## config.mk

```make
export PLATFORM = sky130hd
export DESIGN_NAME = switch_bounce_gen
export DESIGN_NICKNAME = d
export VERILOG_FILES = /design/src/rtl/switch_bounce_gen.sv
export SDC_FILE = /design/constraint.sdc
export NUM_CORES = 1
export LEC_CHECK = 0
export CAP_MARGIN = 20
export CORE_MARGIN = 5
export CORE_UTILIZATION = 40
export CTS_CLUSTER_SIZE = 14
export DETAILED_ROUTE_END_ITERATION = 16
export SLEW_MARGIN = 20
export SYNTH_ARGS = -nofsm -noshare
export SYNTH_HDL_FRONTEND = slang
export SYNTH_SLANG_ARGS = --single-unit
export TNS_END_PERCENT = 5
```

## constraint.sdc

```tcl
create_clock -name clk_i -period 1.8 [get_ports clk_i]
set_input_delay 0.36 -clock clk_i [delete_from_list [all_inputs] [get_ports clk_i]]
set_output_delay 0.36 -clock clk_i [all_outputs]
set_load 0.01 [all_outputs]
```

## src/rtl/switch_bounce_gen.sv

```systemverilog
// -----------------------------------------------------------------------------
// switch_bounce_gen
// Emulates a mechanical switch: follows a clean synchronous level but drives a
// bouncing copy on sw_o, paced by a tick strobe, so a debouncer can be
// exercised without real hardware.
//
// Ports
//   clk_i      system clock, rising edge
//   rst_i      asynchronous active-high reset
//   level_i    clean target level (synchronous to clk_i)
//   tick_i     single-cycle bounce timebase strobe
//   sw_o       bouncing switch output (registered)
//   busy_o     high while a transition is bouncing or settling
//   settled_o  one-cycle pulse when a transition completes
//
// State table
//   ST_IDLE   | waiting for level_i to differ from the committed level
//   ST_BOUNCE | emitting glitch pairs, one toggle every G ticks
//   ST_SETTLE | sw_o held at the committed level for SETTLE_TICKS ticks
// -----------------------------------------------------------------------------
module switch_bounce_gen #(
    parameter logic        INIT_LEVEL   = 1'b0,
    parameter int          MAX_PAIRS    = 2,
    parameter int          SETTLE_TICKS = 3,
    parameter logic        RANDOM       = 1'b0,
    parameter logic [15:0] SEED         = 16'hACE1
) (
    input  logic clk_i,
    input  logic rst_i,
    input  logic level_i,
    input  logic tick_i,
    output logic sw_o,
    output logic busy_o,
    output logic settled_o
);

    localparam logic [7:0] LP_MAX_PAIRS = 8'(MAX_PAIRS);
    localparam logic [7:0] LP_SETTLE    = 8'(SETTLE_TICKS);

    typedef enum logic [1:0] {
        ST_IDLE   = 2'd0,
        ST_BOUNCE = 2'd1,
        ST_SETTLE = 2'd2
    } state_t;

    state_t      r_state,      w_state_nxt;
    logic        r_tgt,        w_tgt_nxt;
    logic        r_sw,         w_sw_nxt;
    logic        r_busy,       w_busy_nxt;
    logic        r_settled,    w_settled_nxt;
    logic [7:0]  r_pairs,      w_pairs_nxt;
    logic [2:0]  r_gap_rem,    w_gap_rem_nxt;
    logic [7:0]  r_settle_cnt, w_settle_cnt_nxt;
    logic [15:0] r_lfsr,       w_lfsr_nxt;

    logic [7:0]  w_p_load;
    logic [2:0]  w_g_load;

    // Galois LFSR, shifting right, free-running regardless of RANDOM
    assign w_lfsr_nxt = {1'b0, r_lfsr[15:1]} ^ (r_lfsr[0] ? 16'hB400 : 16'h0000);

    generate
        if (RANDOM) begin : g_random
            assign w_p_load = ({6'd0, r_lfsr[1:0]} < LP_MAX_PAIRS) ? {6'd0, r_lfsr[1:0]}
                                                                   : LP_MAX_PAIRS;
            assign w_g_load = 3'd1 + {1'b0, r_lfsr[3:2]};
        end else begin : g_fixed
            assign w_p_load = LP_MAX_PAIRS;
            assign w_g_load = 3'd1;
        end
    endgenerate

    always_ff @(posedge clk_i or posedge rst_i) begin
        if (rst_i) begin
            r_state      <= ST_IDLE;
            r_tgt        <= INIT_LEVEL;
            r_sw         <= INIT_LEVEL;
            r_busy       <= 1'b0;
            r_settled    <= 1'b0;
            r_pairs      <= 8'd0;
            r_gap_rem    <= 3'd0;
            r_settle_cnt <= 8'd0;
            r_lfsr       <= SEED;
        end else begin
            r_state      <= w_state_nxt;
            r_tgt        <= w_tgt_nxt;
            r_sw         <= w_sw_nxt;
            r_busy       <= w_busy_nxt;
            r_settled    <= w_settled_nxt;
            r_pairs      <= w_pairs_nxt;
            r_gap_rem    <= w_gap_rem_nxt;
            r_settle_cnt <= w_settle_cnt_nxt;
            r_lfsr       <= w_lfsr_nxt;
        end
    end

    always_comb begin
        w_state_nxt      = r_state;
        w_tgt_nxt        = r_tgt;
        w_sw_nxt         = r_sw;
        w_busy_nxt       = r_busy;
        w_settled_nxt    = 1'b0;
        w_pairs_nxt      = r_pairs;
        w_gap_rem_nxt    = r_gap_rem;
        w_settle_cnt_nxt = r_settle_cnt;

        case (r_state)
            ST_IDLE: begin
                // A tick coinciding with this edge is deliberately not counted
                if (level_i != r_tgt) begin
                    w_tgt_nxt     = level_i;
                    w_sw_nxt      = level_i;
                    w_busy_nxt    = 1'b1;
                    w_pairs_nxt   = w_p_load;
                    w_gap_rem_nxt = w_g_load;
                    if (w_p_load == 8'd0) begin
                        w_state_nxt      = ST_SETTLE;
                        w_settle_cnt_nxt = LP_SETTLE;
                    end else begin
                        w_state_nxt = ST_BOUNCE;
                    end
                end
            end

            ST_BOUNCE: begin
                // Gap timer counts down the ticks remaining until the next toggle
                if (tick_i) begin
                    if (r_gap_rem == 3'd1) begin
                        w_sw_nxt      = ~r_sw;
                        w_gap_rem_nxt = w_g_load;
                        // Toggling back onto the target closes one glitch pair
                        if (r_sw != r_tgt) begin
                            w_pairs_nxt = r_pairs - 8'd1;
                            if (r_pairs == 8'd1) begin
                                w_state_nxt      = ST_SETTLE;
                                w_settle_cnt_nxt = LP_SETTLE;
                            end
                        end
                    end else begin
                        w_gap_rem_nxt = r_gap_rem - 3'd1;
                    end
                end
            end

            ST_SETTLE: begin
                if (tick_i) begin
                    if (r_settle_cnt == 8'd1) begin
                        w_state_nxt   = ST_IDLE;
                        w_busy_nxt    = 1'b0;
                        w_settled_nxt = 1'b1;
                    end else begin
                        w_settle_cnt_nxt = r_settle_cnt - 8'd1;
                    end
                end
            end

            default: begin
                w_state_nxt = ST_IDLE;
            end
        endcase
    end

    assign sw_o      = r_sw;
    assign busy_o    = r_busy;
    assign settled_o = r_settled;

endmodule

```

==> metrics.csv <==
metric,value,unit
cp.arrival,1.96,ns
grt_max_degree,26,
synth.net_count,165,
holdBufCountCts,0,
cts_tree,yes,
vias_per_cell,5.53,
die_w,71.0,microns
gr-total-overflow,0,
ys_warn_count,0,
first_global_vias,1205,
r2r_slack,0.04,ns
portBuffers,6,
cp-start-kind,input pin,
synth_edf_count,0,
pwr_density_cell,1130,nW/um^2
ys_ff_latch,25,
diodes,0,
synthCells,155,
seq_area,626,sq um
synth_ff_type,dfrtp_1,
path_cells,"clkdlybuf4s50_1, nand2b_1, o211ai_4, or4_1, a21oi_1",
power_frac_clock,16.2,%
hold_violations,0,
synth.most_common_cell,dfrtp_1,
power_switching,805,uW
min_path_type,in -> async,
cp.required,2.00,ns
start_util,41.0,%
gp_congestion,0.783,
max_cap_violations,0,
grt_pass1_wl,5530,microns
clk_latency,0.27,ns
cp-end-kind,register,
power_frac_seq,38.6,%
worst_pin_slew,0.508,ns
r2r_cells,6,
drt-total-wl,3250,microns
root_buffer,clkbuf_8,
power_leakage,0.796,nW
antenna_found_initial,0,
synth_area_leaders,"dfrtp_1 (42%), ha_1 (5.0%), a21oi_1 (4.7%)",
ys_types,44,
syn-cell-area,1490,sq um
route.detailed.drc,0,
p_sw_share,39.1,%
combinationalPowerShare,45.2,%
track_usage,13.4,%
post_cts_buffers,0,
p_int,1.25,mW
timing.fmax,566,MHz
cp_max_fo,12,
placed_area,1750,sq um
cts_sinks,25,
pin_count,7,
drt_iter0_drc,90,
min_period,1.77,ns
ir_worst_vdd,0.667,mV
maxSlewViolCount,0,
cts_buffers,3,
async_flop_share,100,%
cts_buffer_depth,2,
clk_pin_slew,0.09,ns
area_delta_synth_final,22.5,%
status,"complete, no violations",
layout-drive-gt1-share,22.7,%
fp.dieH,71.0,microns
avgSynthCellArea,9.61,sq um
htree_levels,1,
yosysSeqAreaShare,42.0,%
dieArea,5050,sq um
power.total,2.06,mW
relSlewSlack,66.2,%
final_area,1830,sq um
nets,196,
postLayoutCoreUtil,50.2,%
yosys.area.top_type_share,42.0,%
ant_nets,0,
synth.largest_area_cell,dfrtp_1,
slowest_delay,0.55,ns
rsz0062_at_grt,true,
critPathKind,in -> reg,
dr.pass1.iters,4,
nFillCells,353,
r2r_start,r_settle_cnt[0],
setup_viol,0,
cp_slowest_cell,clkdlybuf4s50_1,
multi_input_area,801,sq um
rows,22,
synthTopCellsByCount,"dfrtp_1 (25), a21oi_1 (14), nor2_1 (12)",
clock-skew-final,0.00263,ns
finalCritPeriodShare,98.1,%
regToRegEndpoint,r_settle_cnt[6],
hpwl,2380,microns
vias,1289,
core,3630,sq um
routedWlPerCell,14.0,microns
## layer usage
layer  share of wire, %  up-vias  track usage (%)
li1                   -      638                -
met1                 48      636             18.8
met2                 48       13             20.7
met3                2.8        2             2.84
met4               0.74        0             3.76
met5                  0        -                0
## through the flow
step / TNS [ns] / worst slack (ns) / std cells / hold WS, ns
floorplan: 0 / 0.00660 / 155 / 0.387
global placement: -3.11 / -0.250 / 229 / 0.469
detailed placement: -3.56 / -0.311 / 229 / 0.468
CTS: 0 / 0.0187 / 233 / 0.436
global route: -0.436 / -0.0817 / 233 / 0.465
finish: 0 / 0.0340 / 233 / 0.431
## sequential cells by signal, indices dropped and copies added, names as in the netlist
| signal | count |
|---|---|
| r_pairs | 8 |
| busy_o | 1 |
| r_state | 2 |
| settled_o | 1 |
| r_tgt | 1 |
| r_settle_cnt | 8 |
| r_gap_rem | 3 |
| sw_o | 1 |
## critical path: cells and delay by family
kind	cells	cell delay, ns
compound gates	2	0.32
buf+inv	1	0.55
simple gates	2	0.73
## cell type report
cell class                 instances  share of cell area [%]
clock buffer                       3                    2.26
clock inverter                     1                   0.274
inverter                          10                    2.06
multi-input combinational        114                    43.9
sequential                        25                    34.3
tap                               48                    3.29
timing repair buffer              32                    14.0
## cell usage in the layout, fill, tap and decap left out, types with 2 or more instances in the layout
master           count
dfrtp_1             25
nand2b_1             3
buf_4               26
ha_1                 5
a21o_1               3
nand3b_1             2
mux2i_1              2
a21oi_1             14
inv_1               10
clkbuf_8             3
nor4_1               4
nand4_1              2
clkdlybuf4s50_1      6
o21ai_0              4
nor3_1               4
a31oi_1              3
nand3_1              2
nor2_1              12
nand2_1             10
o31ai_1              8
a31o_2               2
or3_1                2
or4_1                8
## what timing repair did
item / in CTS / in global routing
setup endpoints to repair: 4 / 12
resized for setup: 1 / 4
hold endpoints to repair: 0 / 0
## power groups by stage
stage	registers, mW	logic [mW]	clock network (mW)
after floorplan	0.780	0.642	0
after global placement	0.794	0.890	0
after detailed placement	0.798	0.919	0
after CTS	0.791	0.931	0.347
after global routing	0.812	1.04	0.387
final	0.795	0.931	0.334
## cell families (layout without fill, tap and decap cells)
group	Yosys count	after routing	share of synthesized area [%]
buffers and inverters	16	46	6.30
multiplexers	3	3	2.10
AO/OA/AOI/OAI	46	46	21.2
XOR/XNOR	3	3	2.27
adder cells (fa/ha/maj)	6	6	5.04
flip-flops	25	25	42.0
AND/OR/NAND/NOR	56	56	21.2
## how the worst max path moves through the flow
stage,startpoint,slack [ns],end
finish,tick_i,0.03,r_pairs[5]
global route,r_settle_cnt[0],-0.08,r_settle_cnt[6]
CTS,r_settle_cnt[0],0.02,r_settle_cnt[6]
detailed placement,level_i,-0.31,sw_o
global placement,level_i,-0.25,r_pairs[5]
floorplan,r_gap_rem[1],0.007,r_pairs[5]
No activity file was read; power rests on OpenSTA's default activity.
